### src/rtl/dlsc_pcie_s6_tx_arbiter.sv
// Packet-level round-robin arbiter sharing the Spartan-6 PCIe TX TLP stream
// among PORTS sources, with a yield path for the core's config completions.
module dlsc_pcie_s6_tx_arbiter #(
    parameter int PORTS   = 3,
    parameter int BUF_MIN = 2
) (
    input  logic                 clk,
    input  logic                 rst,
    input  logic [PORTS-1:0]     in_valid_i,
    output logic [PORTS-1:0]     in_ready_o,
    input  logic [32*PORTS-1:0]  in_data_i,
    input  logic [PORTS-1:0]     in_last_i,
    input  logic                 tx_ready_i,
    output logic                 tx_valid_o,
    output logic [31:0]          tx_data_o,
    output logic                 tx_last_o,
    input  logic [5:0]           tx_buf_av_i,
    input  logic                 tx_cfg_req_i,
    output logic                 tx_cfg_gnt_o,
    output logic [1:0]           dbg_state_o
);

    localparam int GW = (PORTS > 1) ? $clog2(PORTS) : 1;

    // Handshake: a word moves on any cycle with tx_valid_o && tx_ready_i;
    // tx_valid_o never looks at tx_ready_i, only in_ready_o does.
    typedef enum logic [1:0] {
        ST_IDLE = 2'd0,
        ST_PKT  = 2'd1,
        ST_CFG  = 2'd2
    } state_t;

    state_t         st_q, st_d;
    logic [GW-1:0]  grant_q, grant_d;
    logic [GW-1:0]  last_q, last_d;

    logic           arb_found;
    logic [GW-1:0]  arb_pick;
    logic [GW-1:0]  arb_cand;
    logic           sel_valid;
    logic           sel_last;
    logic [31:0]    sel_data;

    // Search upward from the port after the last winner, wrapping.
    always_comb begin
        arb_found = 1'b0;
        arb_pick  = '0;
        arb_cand  = last_q;
        for (int i = 0; i < PORTS; i++) begin
            arb_cand = (arb_cand == GW'(PORTS - 1)) ? '0 : arb_cand + 1'b1;
            if (!arb_found && in_valid_i[arb_cand]) begin
                arb_found = 1'b1;
                arb_pick  = arb_cand;
            end
        end
    end

    always_comb begin
        sel_valid = 1'b0;
        sel_last  = 1'b0;
        sel_data  = '0;
        for (int p = 0; p < PORTS; p++) begin
            if (grant_q == GW'(p)) begin
                sel_valid = in_valid_i[p];
                sel_last  = in_last_i[p];
                sel_data  = in_data_i[32*p +: 32];
            end
        end
    end

    always_ff @(posedge clk) begin
        if (rst) begin
            st_q    <= ST_IDLE;
            grant_q <= '0;
            last_q  <= GW'(PORTS - 1);
        end else begin
            st_q    <= st_d;
            grant_q <= grant_d;
            last_q  <= last_d;
        end
    end

    always_comb begin
        st_d    = st_q;
        grant_d = grant_q;
        last_d  = last_q;
        case (st_q)
            ST_IDLE: begin
                if (tx_cfg_req_i) begin
                    st_d = ST_CFG;
                end else if (arb_found && (tx_buf_av_i >= 6'(BUF_MIN))) begin
                    st_d    = ST_PKT;
                    grant_d = arb_pick;
                end
            end
            ST_PKT: begin
                // Only the final word ends a grant; bubbles keep the link.
                if (tx_ready_i && sel_valid && sel_last) begin
                    st_d   = ST_IDLE;
                    last_d = grant_q;
                end
            end
            ST_CFG: begin
                if (!tx_cfg_req_i) begin
                    st_d = ST_IDLE;
                end
            end
            default: st_d = ST_IDLE;
        endcase
    end

    always_comb begin
        tx_valid_o   = (st_q == ST_PKT) && sel_valid;
        tx_data_o    = sel_data;
        tx_last_o    = sel_last;
        tx_cfg_gnt_o = (st_q == ST_CFG);
        dbg_state_o  = st_q;
        in_ready_o   = '0;
        for (int p = 0; p < PORTS; p++) begin
            in_ready_o[p] = (st_q == ST_PKT) && (grant_q == GW'(p)) && tx_ready_i;
        end
    end

endmodule

### config.mk
export PLATFORM = sky130hd
export DESIGN_NAME = dlsc_pcie_s6_tx_arbiter
export DESIGN_NICKNAME = d
export VERILOG_FILES = /design/src/rtl/dlsc_pcie_s6_tx_arbiter.sv
export SDC_FILE = /design/constraint.sdc
export NUM_CORES = 1
export LEC_CHECK = 0
export CELL_PAD_IN_SITES_DETAIL_PLACEMENT = 0
export CELL_PAD_IN_SITES_GLOBAL_PLACEMENT = 2
export CORE_UTILIZATION = 10
export DETAILED_ROUTE_END_ITERATION = 12
export PLACE_DENSITY_LB_ADDON = 0.1
export SETUP_SLACK_MARGIN = 0.2
export SLEW_MARGIN = 20
export SYNTH_ARGS = -nofsm -noshare
export SYNTH_HDL_FRONTEND = slang
export SYNTH_SLANG_ARGS = --single-unit
### constraint.sdc
create_clock -name clk -period 1.64 [get_ports clk]
set_clock_uncertainty 0.2 [all_clocks]
set_input_delay 0.246 -clock clk [delete_from_list [all_inputs] [get_ports clk]]
set_output_delay 0.246 -clock clk [all_outputs]
set_load 0.01 [all_outputs]
==> impl_results.md <==
* Number of global-route vias before repair at 1851
* CTS buffer count at 3
* Share of cells above drive strength 1 at roughly two fifths
* Post-Place Cells at 452
* Fmax at 0.5438 GHz
* FP Rows at 37
* R2R cell count at 7
* Mapped Cells at between 150 and 200
* Commonest non-fill, non-tap cell in the layout: clkdlybuf4s50_1
* Arrival @ worst endpoint at approximately 1.4 ns
* CTS root buf: clkbuf_8
* Critical Path Fanout Max at 5
* Rel. slew slack at between 80 and 90%
* Pleak at ~1.3 nW
* Failing checks: setup timing
* Worst path buffer plus inverter count at 4
* Critical path's top delay family: buffers and inverters
* Mapped Area at between 1000 and 1500 sq um
* Hold Path Class: input port to flop
* I/O pin count at around 150
* Syn avg cell area at approximately 7 sq um
* CP Launch Type: flop
* Crit-path cells: buf_6, buf_16, buf_8, mux2i_4, o21ai_2, buf_2
* P&R area growth vs syn at 210.2%
* WHS Path Cells at 4
* Most frequent cells in the layout: 103 x clkdlybuf4s50_1, 38 x buf_2, 28 x mux2i_1
* Via count at ~1.8k
* Final worst slack at -0.1989 ns
* CTS tree: built
* Post-synthesis net count at approximately 270
* Clk_lat worst skew at 0.23 ns
* Clock slew at reported path FFs at approximately 0.04 ns
* Final hold vios at 0
* Worst path max stage delay at around 0.36 ns
* Die Footprint at around 11000 sq um
* GRT overflow at 0
* DRC at 0
* Gpl congestion at slightly above 0.6
* Die width at about 100 um
* Post-layout util at 31.91%
* CP Capture Type: output pin
* Crit Path Class: flop to output pin
* Final setup viols at 40
* Number of max-cap violations at 0
* ANT nets after route at 0
* Initial DRC Count at 48
* Crit path depth at 6
* Sequential share of the synthesized area at a little under an eighth
* Post-DP HPWL at approximately 4.8 mm
* Via/cell ratio at around 3.8
* PwrDens at approximately 340 nW/um^2
* Max-slew violation count at 0
* CTS H-tree depth at 1
* CTS Hold Buffers Added at 0
* Initial Util at 10.29%
* Clock Sinks at 6
* Post-route minimum period at roughly 1.8 ns
* Die outline height at about 100 um
* Final wirelength at a little over 6 mm
* Core Footprint at about 10000 sq um
* Library cells used by synthesis at 26
* Total GRT Usage at between 10% and 20%
* Yosys warnings at 0
* Port-buffer cells at 150
* Slew @ Worst Pin at roughly 0.27 ns
* Initial antenna violation count at 0
* Period utilization at 112.1%
* First-pass DRT Iterations at 4
* RSZ-0062 raised after global routing: yes
* Clk buf depth at 2
* Yosys reg bits at 6
* Final Non-Filler Cells at 476
* Slowest-stage cell, CP: dfxtp_4
* Global-route wire length before repair at 9.556 mm
* Peak supply drop at 0.1550 mV
* Ant diodes at 0
* Total Nets Final at ~450
* WL/cell at between 10 and 15 um
* Critical Path RT at about 1.2 ns
* FILL cells at 1134
* Status: complete, but fails checks
* Largest net degree at the start of global routing at 21
[per-stage QoR]
stage | TNS (ns) | setup slack, ns | total power, mW | hold WS [ns] | area, sq um
finish | -4.708 | -0.1989 | 1.128 | 0.2253 | 3279
global route | -8.200 | -0.2704 | 1.203 | 0.2305 | 3279
CTS | -5.030 | -0.2112 | 1.111 | 0.2885 | 3172
detailed placement | -13.05 | -0.4497 | 0.8795 | 0.2935 | 2928
global placement | -13.01 | -0.4409 | 0.8857 | 0.2859 | 2928
floorplan | 0 | 0.1296 | 0.3697 | 0.1077 | 1085
[path summary, 6_finish.rpt]
path                                 from                       to  slack [ns]
hold / removal              in_valid_i[2]  grant_q[1]$_SDFFE_PP0P_        0.23
hold reg to reg    last_q[0]$_SDFFE_PP0P_   last_q[0]$_SDFFE_PP0P_        0.30
setup reg to reg  grant_q[0]$_SDFFE_PP0P_   last_q[0]$_SDFFE_PP0P_       -0.11
setup / recovery  grant_q[0]$_SDFFE_PP0P_            tx_data_o[15]       -0.20
[worst reg2reg max path: cells and delay by family, from the launching register on]
kind,cells,cell delay [ns]
AOI/OAI and AO/OA,1,0.14
buffers and inverters,3,0.40
DFF,1,0.36
muxes,2,0.34
and+or+nand+nor,1,0.24
[repair_timing]
| item | CTS | global route |
|---|---|---|
| gates resized for setup | 224 | 30 |
| gates cloned | 3 | 0 |
| pin swaps | 24 | 15 |
| endpoints found under the hold margin | 0 | 0 |
| setup endpoints to repair | 45 | 42 |
| setup buffers | 16 | 2 |
[registers in the layout (all words and copies together), names as in the netlist]
register and count:
dbg_state_o 2, grant_q 2, last_q 2
[report_power, final]
group | total [mW] | internal, mW | switching (mW)
logic | 0.743 | 0.475 | 0.267
registers | 0.159 | 0.153 | 0.00640
clock network | 0.226 | 0.158 | 0.0677
total | 1.13 | 0.786 | 0.341
[cell usage after synthesis]
master | number | share of area (%)
o21ai_0 | 32 | 15
nand2b_1 | 2 | 1.2
buf_2 | 3 | 1.4
a21oi_1 | 3 | 1.4
nand2_1 | 35 | 12
buf_4 | 2 | 1.4
o211a_1 | 1 | 0.95
buf_6 | 1 | 1.1
or4_4 | 1 | 1.1
a2bb2oi_1 | 1 | 0.83
o31ai_1 | 1 | 0.71
nor3b_1 | 2 | 1.4
inv_1 | 2 | 0.71
mux2i_1 | 36 | 34
or3_1 | 1 | 0.59
o22ai_1 | 2 | 1.2
clkbuf_1 | 6 | 2.1
nor3_4 | 1 | 1.5
nor2_1 | 2 | 0.71
a2bb2oi_2 | 1 | 1.4
dfxtp_1 | 6 | 11
nor3_1 | 2 | 0.95
o211ai_2 | 1 | 1.2
nand3_1 | 2 | 0.95
and3_1 | 1 | 0.59
nor2b_1 | 6 | 3.6
[layout make-up]
class | count | area (sq um) | area share [%]
inverter | 2 | 7.507 | 0.2289
timing repair buffer | 196 | 1857 | 56.62
sequential | 6 | 126.4 | 3.853
tap | 136 | 170.2 | 5.189
clock buffer | 3 | 41.29 | 1.259
multi-input combinational | 133 | 1077 | 32.85
[per-layer routing]
layer,part of all wire (%),track usage (%),wire length (um)
met1,41,12.21,2523
met2,50,20.91,3103
met3,8.2,2.807,507
met4,0.79,2.012,49
met5,0,0,0
[cell families (layout without fill, tap and decap cells)]
kind of cell	after synthesis	count (layout)	synth area share, %
AO/OA/AOI/OAI	42	42	22.84
buffers and inverters	14	201	6.745
flip-flops	6	6	11.36
multiplexers	36	36	34.08
AND/OR/NAND/NOR	55	55	24.97
No activity file was read; power rests on OpenSTA's default activity.
